`src/rtl/mem_access_pkg.sv`:
```
// Shared encodings for the CPU-side data-memory initiator: sizes, FSM states, lane enables.
package mem_access_pkg;

    typedef enum logic [1:0] {
        SZ_BYTE = 2'b00,
        SZ_HALF = 2'b01,
        SZ_WORD = 2'b10,
        SZ_RSVD = 2'b11
    } size_e;

    typedef enum logic [1:0] {
        ST_IDLE,
        ST_ACCESS,
        ST_DONE,
        ST_FAULT
    } state_e;

    localparam logic [3:0] BE_BYTE = 4'b0001;
    localparam logic [3:0] BE_HALF = 4'b0011;
    localparam logic [3:0] BE_WORD = 4'b1111;

    localparam int MAX_BEATS = 16;

    typedef logic [$clog2(MAX_BEATS)-1:0] beat_t;

    function automatic logic [3:0] size_be(input size_e sz);
        case (sz)
            SZ_BYTE: return BE_BYTE;
            SZ_HALF: return BE_HALF;
            default: return BE_WORD;
        endcase
    endfunction

    function automatic logic [31:0] lane_mask(input size_e sz);
        case (sz)
            SZ_BYTE: return 32'h0000_00FF;
            SZ_HALF: return 32'h0000_FFFF;
            default: return 32'hFFFF_FFFF;
        endcase
    endfunction

endpackage

```
`src/rtl/load_extend.sv`:
```
// Sign/zero extension of the low lanes of a memory read word according to access size.
module load_extend
    import mem_access_pkg::*;
(
    input  logic [31:0] rdata,
    input  size_e       size,
    input  logic        is_signed,
    output logic [31:0] data
);

    always_comb begin
        case (size)
            SZ_BYTE: data = {{24{is_signed & rdata[7]}}, rdata[7:0]};
            SZ_HALF: data = {{16{is_signed & rdata[15]}}, rdata[15:0]};
            default: data = rdata;
        endcase
    end

endmodule

```
`src/rtl/mem_access_ctrl.sv`:
```
// Load/store and block-transfer initiator: one memory beat per cycle, registered load responses,
// deferred memory-dump strobe.
module mem_access_ctrl
    import mem_access_pkg::*;
#(
    parameter bit ALIGN_CHECK = 1'b1,
    parameter int BEAT_STRIDE = 4
) (
    input  logic        clk,
    input  logic        rst,
    input  logic        req_valid,
    output logic        req_ready,
    input  logic        req_wr,
    input  logic [1:0]  req_size,
    input  logic        req_signed,
    input  logic        req_multi,
    input  logic [3:0]  req_count,
    input  logic [31:0] req_addr,
    output logic [3:0]  st_index,
    input  logic [31:0] st_data,
    output logic        rsp_valid,
    output logic [3:0]  rsp_index,
    output logic [31:0] rsp_data,
    output logic        rsp_fault,
    output logic        done,
    input  logic        dump_req,
    output logic [31:0] mem_addr,
    output logic [31:0] mem_wdata,
    input  logic [31:0] mem_rdata,
    output logic [3:0]  mem_byte_enable,
    output logic        mem_wr,
    output logic        mem_createdump
);

    state_e      state_q, state_d;
    beat_t       beat_q, beat_d;
    beat_t       count_q, count_d;
    logic        wr_q, wr_d;
    size_e       size_q, size_d;
    logic        signed_q, signed_d;
    logic [31:0] addr_q, addr_d;
    logic        rsp_valid_q, rsp_valid_d;
    beat_t       rsp_index_q, rsp_index_d;
    logic [31:0] rsp_data_q, rsp_data_d;
    logic        dump_pend_q, dump_pend_d;

    size_e       req_sz;
    logic        bad_req;
    logic [31:0] beat_addr;
    logic [31:0] ext_data;

    // Block transfers are always word-sized regardless of req_size.
    assign req_sz    = req_multi ? SZ_WORD : size_e'(req_size);
    assign bad_req   = (req_sz == SZ_RSVD) ||
                       (ALIGN_CHECK && (((req_sz == SZ_HALF) && req_addr[0]) ||
                                        ((req_sz == SZ_WORD) && (req_addr[1:0] != 2'b00))));
    assign beat_addr = addr_q + 32'(beat_q) * 32'(BEAT_STRIDE);

    load_extend u_load_extend (
        .rdata     (mem_rdata),
        .size      (size_q),
        .is_signed (signed_q),
        .data      (ext_data)
    );

    // NOTE: state updates use non-blocking assignments so every flop samples pre-edge values.
    always_ff @(posedge clk) begin
        if (rst) begin
            state_q     <= ST_IDLE;
            beat_q      <= '0;
            count_q     <= '0;
            wr_q        <= 1'b0;
            size_q      <= SZ_BYTE;
            signed_q    <= 1'b0;
            addr_q      <= '0;
            rsp_valid_q <= 1'b0;
            rsp_index_q <= '0;
            rsp_data_q  <= '0;
            dump_pend_q <= 1'b0;
        end else begin
            state_q     <= state_d;
            beat_q      <= beat_d;
            count_q     <= count_d;
            wr_q        <= wr_d;
            size_q      <= size_d;
            signed_q    <= signed_d;
            addr_q      <= addr_d;
            rsp_valid_q <= rsp_valid_d;
            rsp_index_q <= rsp_index_d;
            rsp_data_q  <= rsp_data_d;
            dump_pend_q <= dump_pend_d;
        end
    end

    always_comb begin
        state_d = state_q;
        case (state_q)
            ST_IDLE:   if (req_valid) state_d = bad_req ? ST_FAULT : ST_ACCESS;
            ST_ACCESS: if (beat_q == count_q) state_d = ST_DONE;
            default:   state_d = ST_IDLE;
        endcase
    end

    // NOTE: every variable gets a default first so no path leaves it unassigned (no latch).
    always_comb begin
        beat_d   = beat_q;
        count_d  = count_q;
        wr_d     = wr_q;
        size_d   = size_q;
        signed_d = signed_q;
        addr_d   = addr_q;
        if (state_q == ST_IDLE) begin
            beat_d = '0;
            if (req_valid) begin
                count_d  = req_multi ? req_count : '0;
                wr_d     = req_wr;
                size_d   = req_sz;
                signed_d = req_signed;
                addr_d   = req_addr;
            end
        end else if (state_q == ST_ACCESS) begin
            beat_d = beat_q + 1'b1;
        end
        rsp_valid_d = (state_q == ST_ACCESS) && !wr_q;
        rsp_index_d = rsp_valid_d ? beat_q : rsp_index_q;
        rsp_data_d  = rsp_valid_d ? ext_data : rsp_data_q;
        // A dump request stays pending until the controller is back in IDLE.
        dump_pend_d = dump_req || (dump_pend_q && (state_q != ST_IDLE));
    end

    always_comb begin
        req_ready       = (state_q == ST_IDLE);
        done            = (state_q == ST_DONE) || (state_q == ST_FAULT);
        rsp_fault       = (state_q == ST_FAULT);
        rsp_valid       = rsp_valid_q;
        rsp_index       = rsp_index_q;
        rsp_data        = rsp_data_q;
        st_index        = '0;
        mem_addr        = '0;
        mem_wdata       = '0;
        mem_byte_enable = '0;
        mem_wr          = 1'b0;
        if (state_q == ST_ACCESS) begin
            st_index        = beat_q;
            mem_addr        = beat_addr;
            mem_byte_enable = size_be(size_q);
            mem_wr          = wr_q;
            if (wr_q) mem_wdata = st_data & lane_mask(size_q);
        end
        // Reset is synchronous, so the strobes must be blanked combinationally in the reset cycle.
        if (rst) begin
            mem_byte_enable = '0;
            mem_wr          = 1'b0;
        end
        mem_createdump = (state_q == ST_IDLE) && dump_pend_q && !rst;
    end

endmodule

```
`config.mk`:
```
export PLATFORM = sky130hd
export DESIGN_NAME = mem_access_ctrl
export DESIGN_NICKNAME = d
export VERILOG_FILES = /design/src/rtl/mem_access_pkg.sv /design/src/rtl/load_extend.sv /design/src/rtl/mem_access_ctrl.sv
export SDC_FILE = /design/constraint.sdc
export NUM_CORES = 1
export LEC_CHECK = 0
export ABC_AREA = 1
export CAP_MARGIN = 20
export CORE_UTILIZATION = 41
export DETAILED_ROUTE_END_ITERATION = 10
export GPL_TIMING_DRIVEN = 0
export HOLD_SLACK_MARGIN = 0.12
export MAX_ROUTING_LAYER = met4
export PLACE_DENSITY = 0.81
export SYNTH_ARGS = -nofsm -noshare
export SYNTH_HDL_FRONTEND = slang
export SYNTH_SLANG_ARGS = --single-unit
```
`constraint.sdc`:
```
create_clock -name clk -period 2.2 [get_ports clk]
set_input_delay 0.22 -clock clk [delete_from_list [all_inputs] [get_ports clk]]
set_output_delay 0.22 -clock clk [all_outputs]
set_load 0.01 [all_outputs]
```
Word level (Yosys, flattened, before mapping)
Index checks and enable logic that the tools add are counted.

Add/subtract/negate cells: 2. Eq/ne operators: 10. Multiplexer cells: 19. Bitwise operators: 3. Reductions and logical operators: 19.

Operator list (number): two-way mux 32 bit (5); case mux 32 bit (2 select lines) (2); adder 32 x 6 -> 32 bit (1); AND 32 bit (1); two-way mux 4 bit (4); equality test 2 bit, second input constant (4); two-way mux 2 bit (4); case mux 4 bit (2 select lines) (1); equality test 2 x 1 -> 1 bit, second input constant (3); logical AND 1 bit (6); adder 4 x 1 -> 4 bit, second input constant (1); equality test 4 bit (1); zero test 2 bit (2); logical OR 1 bit (4); != test 2 bit, second input constant (2); case mux 2 bit (2 select lines) (1); AND reduction 2 bit (2); nonzero test 2 bit (2); AND 1 bit (2); zero test 1 bit (2); two-way mux 1 bit (2); OR reduction 2 bit (1).

Register bits after elaboration: 84. Input bits: 109. Logic and storage cells: 64.

Longest topological paths before layout
Depth in word-level cells: 8. Gate-level depth with buffers: 11. Mapped depth without buffers: 11.

Hierarchy
From an unflattened synthesis, not the netlist that was laid out.

Cell total of the unflattened synthesis: 787. Area total of the unflattened synthesis: 4943.5 um2.

By module, submodules not included: mem_access_ctrl (times used 1, cells an instance 715, area each 4476.8 um2, sequential area each 1681.6 um2); load_extend (times used 1, cells an instance 72, area each 466.7 um2, sequential area each 0.0 um2).

Least setup slack after synthesis
No wires, ideal clock.

Kind: register -> output. From: register beat_q[0]. To: output port mem_addr[30]. Arrival: 1726 ps. Required time: 1980 ps. Path slack: 254 ps. Cell stages (with the launch flop): 11. Cells stage by stage: dfxtp_1 -> ha_1 -> inv_1 -> fa_1 -> nor2_1 -> nor2_1 -> nor2_1 -> nand2_1 -> nand2_1 -> nand2_1 -> nor2_1.

Longest elaborated chain between the ends: 2.

Ends and longest elaborated chain: start: declaration (line mem_access_ctrl.sv:36) `beat_t beat_q, beat_d;`; start signal: assignment (line mem_access_ctrl.sv:82) `beat_q <= beat_d;`; adder 32 x 6 -> 32 bit (line mem_access_ctrl.sv:57) `assign beat_addr = addr_q + 32'(beat_q) * 32'(BEAT_STRIDE);`; two-way mux 32 bit (line mem_access_ctrl.sv:143) `if (state_q == ST_ACCESS) begin`; end: declaration (line mem_access_ctrl.sv:27) `output logic [31:0] mem_addr,`.

Every way passes these cells.

Worst setup path after layout
From: register addr_q[2]. To: output port mem_addr[16].

Longest elaborated chain between the ends: 2.

Ends and longest elaborated chain: start: declaration (line mem_access_ctrl.sv:41) `logic [31:0] addr_q, addr_d;`; start signal: assignment (line mem_access_ctrl.sv:87) `addr_q <= addr_d;`; adder 32 x 6 -> 32 bit (line mem_access_ctrl.sv:57); two-way mux 32 bit (line mem_access_ctrl.sv:143).

Every way passes these cells.

==> flow_metrics.env <==
export IMPL_status="finished, violations left"
export IMPL_failed_checks="setup timing"
export IMPL_p_sw_mw=1.30
export IMPL_nNetsFinal=1092
export IMPL_setup_slack_ns=-0.101
export IMPL_yosysMostFrequentCell="nor2_1"
export IMPL_min_from="mem_rdata[9]"
export IMPL_hold_path_end="rsp_data[9]$_SDFFE_PP0P_"
export IMPL_skew_ns=0.0187
export IMPL_clk_insertion_delay_late_ns=0.36
export IMPL_hold_class="input pin to flip-flop"
export IMPL_ios=223
export IMPL_wl_per_cell_um=15.9
export IMPL_grt_pass1_wl_mm=26.8
export IMPL_area_growth_pct=67.2
export IMPL_r2r_end="rsp_data[25]$_SDFFE_PP0P_"
export IMPL_fin_total_pwr_mw=4.03
export IMPL_fin_util_pct=70.2
export IMPL_swShare_pct=32.3
export IMPL_yosysSeqAreaShare_pct=37.1
export IMPL_yosysWarnings=0
export IMPL_stdcell_area_sq_um=7580
export IMPL_required_ns=1.98
export IMPL_synth_top_area_cell="dfxtp_1"
export IMPL_min_period_over_period_pct=105
export IMPL_cp_end_kind="output pin"
export IMPL_async_flop_share_pct=0
export IMPL_seq_power_share_pct=44.5
export IMPL_start_util_pct=42.0
export IMPL_synth_cell_types=33
export IMPL_vias=5703
export IMPL_postRouteAntennaNets=0
export IMPL_drt_iter0_drc=316
export IMPL_io_buffers=222
export IMPL_vdd_ir_drop_max_v=0.000412
export IMPL_start_kind="flip-flop"
export IMPL_synthTopCellsByArea="dfxtp_1 (37%), nor2_1 (14%), nand2_1 (12%), o21ai_0 (8.3%), a21oi_1 (8.1%)"
export IMPL_synthTopCellsByCount="nor2_1 (166), nand2_1 (142), dfxtp_1 (84)"
export IMPL_p_leak_nw=3.38
export IMPL_place_gp_congestion=0.987
export IMPL_clock_fmax_mhz=435
export IMPL_whs_path_depth=3
export IMPL_grt_setup_unrepaired="yes"
export IMPL_netlist_area_sq_um=4530
export IMPL_postSynthAreaPerCell_sq_um=6.29
export IMPL_power_frac_comb_pct=27.3
export IMPL_max_slew_margin_pct=64.1
export IMPL_cts_buffers=9
export IMPL_grt_max_degree=19
export IMPL_die_h_um=107
export IMPL_synth_cells=720
export IMPL_drc=0
export IMPL_synth_fp_nets=835
export IMPL_dp_hpwl_mm=12.7
export IMPL_die_w_um=107
export IMPL_cts_sinks=84
export IMPL_grt_remaining_overflow=0
export IMPL_first_pass_iters=5
export IMPL_final_setup_viol_count=7
export IMPL_arrival_ns=2.08
export IMPL_htree_levels=3
export IMPL_core_sq_um=10800
export IMPL_drive_gt1_share_pct=17.8
export IMPL_max_cap_violations=0
export IMPL_antenna_found_initial=0
export IMPL_placed_cell_area_sq_um=6930
export IMPL_period_needed_ns=2.30
export IMPL_drv_slew=0
export IMPL_reg2reg_slack_ns=0.40
export IMPL_cts_tree="yes"
export IMPL_num_antenna_cells=0
export IMPL_rows=38
export IMPL_hold_viol=0
export IMPL_root_buffer="clkbuf_8"
export IMPL_tightest_slew_ns=0.539
export IMPL_synth_edf_count=0
export IMPL_track_usage_pct=30.9
export IMPL_crit_fanout=5
export IMPL_r2r_start="size_q[0]$_SDFFE_PP0P_"
export IMPL_path_clk_slew_ns=0.09
export IMPL_wl_mm=17.9
export IMPL_r2r_cells=6
export IMPL_clkPwrFrac_pct=28.2
export IMPL_path_class="flip-flop to output pin"
export IMPL_yosys_register_bits=84
export IMPL_grt_pass1_vias=5359
export IMPL_fp_dieArea_sq_um=11500
export IMPL_clock_path_buffers=2
export IMPL_power_density_nw_per_um2=531
export IMPL_internal_power_mw=2.72
export IMPL_synth_flop_cell="dfxtp_1"
export IMPL_via_per_inst=5.08
export IMPL_netlist_area_leader_share_pct=37.1
worst max-delay path by stage:
stage                                 startpoint      endpoint  slack, ns  depth (start not counted)
final                     addr_q[2]$_SDFFE_PP0P_  mem_addr[16]      -0.10                         11
after global routing      addr_q[2]$_SDFFE_PP0P_  mem_addr[16]      -0.19                         11
after CTS                 addr_q[2]$_SDFFE_PP0P_  mem_addr[16]      -0.09                         11
after detailed placement  beat_q[0]$_SDFFE_PP0P_  mem_addr[20]      -0.55                         11
after global placement    beat_q[0]$_SDFFE_PP0P_  mem_addr[20]      -0.54                         11
after floorplan           beat_q[0]$_SDFFE_PP0P_  mem_addr[30]       0.25                         10
placed cells by master, fill, tap and decap left out, types with 6 or more instances in the layout:
cell type,instances
a21oi_1,72
buf_2,32
buf_4,20
buf_6,13
clkbuf_1,12
clkbuf_2,6
clkbuf_8,10
clkdlybuf4s50_1,160
dfxtp_1,73
dfxtp_2,6
dlygate4sd2_1,28
dlymetal6s2s_1,8
inv_1,54
inv_2,11
nand2_1,120
nand2_2,15
nand2_4,7
nand3_1,26
nand4_1,6
nor2_1,153
nor2_2,10
nor2_4,10
o21ai_0,71
worst max-delay path, stage by stage (launching register included):
cell	delay [ns]
dfxtp_2	0.37
ha_4	0.14
inv_2	0.03
fa_2	0.37
inv_2	0.10
nand2_2	0.07
nand2_4	0.11
buf_4	0.12
nand2_2	0.05
xor2_1	0.14
nor2_1	0.09
buf_2	0.14
sequential cells by signal, summed over array words and instances, names as in the netlist:
signal	count
beat_q	4
state_q	2
dump_pend_q	1
signed_q	1
rsp_index	4
rsp_data	32
addr_q	32
rsp_valid	1
count_q	4
wr_q	1
size_q	2
cell families (layout without fill, tap and decap cells):
group	Yosys count	in the layout	synth area share (%)
simple gates	358	358	31.9
buf+inv	103	365	9.33
flops	84	84	37.1
fa+ha+maj	6	6	1.82
xor+xnor	9	9	1.74
compound gates	160	160	18.1
power by group through the flow:
| stage | Combinational (mW) | Sequential (mW) | Clock, mW |
|---|---|---|---|
| 2_1_floorplan | 0.466 | 1.81 | 0 |
| 3_3_place_gp | 1.01 | 1.81 | 0 |
| 3_5_place_dp | 1.02 | 1.81 | 0 |
| 4_1_cts | 1.06 | 1.78 | 1.14 |
| 5_1_grt | 1.19 | 1.81 | 1.21 |
| 6_report | 1.10 | 1.79 | 1.14 |
per-stage QoR:
stage | hold WS, ns | setup slack, ns | TNS (ns) | cells
after global routing | 0.406 | -0.185 | -1.51 | 1122
final | 0.413 | -0.101 | -0.346 | 1122
after global placement | 0.443 | -0.542 | -7.04 | 1082
after floorplan | 0.292 | 0.254 | 0 | 720
after detailed placement | 0.450 | -0.549 | -7.76 | 1082
after CTS | 0.406 | -0.0933 | -0.384 | 1116
area by class of cell:
type	count	area [sq um]
Buffer	35	209
Timing Repair Buffer	247	2310
Inverter	67	256
Tap cell	140	175
Fill cell	910	3220
Sequential cell	84	1710
Clock inverter	6	70.1
Multi-Input combinational cell	533	2730
Clock buffer	10	128
metal layers:
metal	global-route usage (%)	part of all wire (%)
met2	51.2	48
met4	11.9	3.2
met3	9.06	9.0
met1	35.2	40
met5	-	0
timing repair:
| item | CTS | global route |
|---|---|---|
| setup buffers | 19 | 6 |
| endpoints found under the hold margin | 0 | 0 |
| gates resized for setup | 201 | 65 |
| pin swaps | 23 | 27 |
| setup endpoints to repair | 73 | 43 |
| hold buffers | 0 | 0 |
Note: power is estimated with default switching activity, not from simulation.
==> variant: new RTL, config.mk and constraints unchanged <==
`addr_q` and `rsp_data_q` no longer have a reset.
--- a/src/rtl/mem_access_ctrl.sv
+++ b/src/rtl/mem_access_ctrl.sv
@@ -72,10 +72,8 @@
             wr_q        <= 1'b0;
             size_q      <= SZ_BYTE;
             signed_q    <= 1'b0;
-            addr_q      <= '0;
             rsp_valid_q <= 1'b0;
             rsp_index_q <= '0;
-            rsp_data_q  <= '0;
             dump_pend_q <= 1'b0;
         end else begin
             state_q     <= state_d;
@@ -84,12 +82,15 @@
             wr_q        <= wr_d;
             size_q      <= size_d;
             signed_q    <= signed_d;
-            addr_q      <= addr_d;
             rsp_valid_q <= rsp_valid_d;
             rsp_index_q <= rsp_index_d;
-            rsp_data_q  <= rsp_data_d;
             dump_pend_q <= dump_pend_d;
         end
+    end
+
+    always_ff @(posedge clk) begin
+        addr_q     <= addr_d;
+        rsp_data_q <= rsp_data_d;
     end
 
     always_comb begin
Function: differs if rst is asserted again (counterexample within 4 cycles, from zero or initial values and one cycle with rst high); with rst held inactive, the same outputs for 4 cycles.
==> variant against the unedited design <==
The flow still finishes with violations (setup timing); synthesized cell count fell by 21%; synthesized area fell by 1.2%; maximum frequency fell by 4.5%; total power rose by 2.7%; routed wire length fell by 16%; worst setup slack got worse by 110 ps; die area fell by 1.2%; non-clock buffer count fell by 25; global-route usage fell by 4.3 points; sequential cell count did not move; clock skew fell by 4.6 ps; sequential share of layout area rose by 8.6 points; cell area fell by 1.2%.
==> variant: results (changes against the unedited design) <==
CP delay by family, top simple AND/OR/NAND/NOR gates; syn nets 683 (-18%); slowest stage delay, CP 430 ps (+60 ps); slowest CP cell edfxtp_1; Post-synth EDFFs 64 (+64); final setup fails 26 (+19); vias in the first global route 4,595 (-14%); detailed placer's ending HPWL 11,200 µm (-12%); pin count of the biggest net entering global routing 42 (+23); setup TNS -2790 ps (-2450 ps); layout cells sized above 1 19.2% (+1.4 points); # fillers 823 (-9.6%); most frequent cells after synthesis 181 x nand2_1, 111 x nor2_1, 64 x edfxtp_1; status finished with violations; fin area 0.00749 mm² (-1.2%); Detailed Route Iter0 Violations 260 (-18%); failing checks setup timing; gr usage total 26.6% (-4.3 points); # port buffers 221 (-0.45%); critical-path maximum fanout 3 (-2); adder-cell share of the synthesized area 1.84% (+0.022 points); final setup margin -210 ps (-108 ps); Vias/cell 4.93 (-3.1%); slew margin rel. 37.6% (-26 points); VDD IR max 0.000382 V (-7.4%)
==> variant: routing by layer <==
| metal | vias to the layer above | wire length [µm] | track usage [%] |
|---|---|---|---|
| li1 | 2307 | - | - |
| met1 | 2151 | 5850 | 30.2 |
| met2 | 245 | 7720 | 46.4 |
| met3 | 36 | 1120 | 4.78 |
| met4 | 0 | 382 | 10.7 |
| met5 | - | 0 | - |
==> variant: repair_timing <==
action | 4_1_cts | 5_1_grt
gates resized for setup | 208 | 40
pin swaps | 21 | 19
endpoints found under the setup margin | 63 | 44
setup buffers | 14 | 8
cloned | 0 | 0
==> variant: path summary, 6_finish.rpt <==
check,startpoint,end,slack [ps],cells past startpoint
hold / removal,rst,rsp_index[2]$_SDFFE_PP0P_,180,2
setup reg to reg,state_q[0]$_SDFFE_PP0P_,rsp_index[1]$_SDFFE_PP0P_,370,5
hold reg to reg,rsp_index[2]$_SDFFE_PP0P_,rsp_index[2]$_SDFFE_PP0P_,480,2
setup / recovery,addr_q[5]$_DFFE_PP_,mem_addr[29],-210,11
==> variant: area by class of cell <==
| class | instances | area share, % |
|---|---|---|
| Buffer | 14 | 1.35 |
| Clock buffer | 10 | 1.99 |
| Clock inverter | 6 | 1.00 |
| Inverter | 67 | 3.46 |
| Multi-Input combinational cell | 402 | 28.2 |
| Sequential cell | 84 | 31.2 |
| Tap cell | 136 | 2.27 |
| Timing Repair Buffer | 243 | 30.5 |
==> variant: power breakdown <==
group          total [mW]  internal (mW)  switching [mW]  leakage, nW
registers            1.95           1.86          0.0871        0.770
logic               0.945          0.454           0.491         2.56
clock network        1.24          0.614           0.631        0.111
total                4.14           2.93            1.21         3.44
==> variant: worst register-to-register path: stages (launching register included) <==
cell and delay (ps):
dfxtp_1 430, nand2_4 130, nor2_4 720, inv_1 250, nand3_1 120, o21ai_0 80
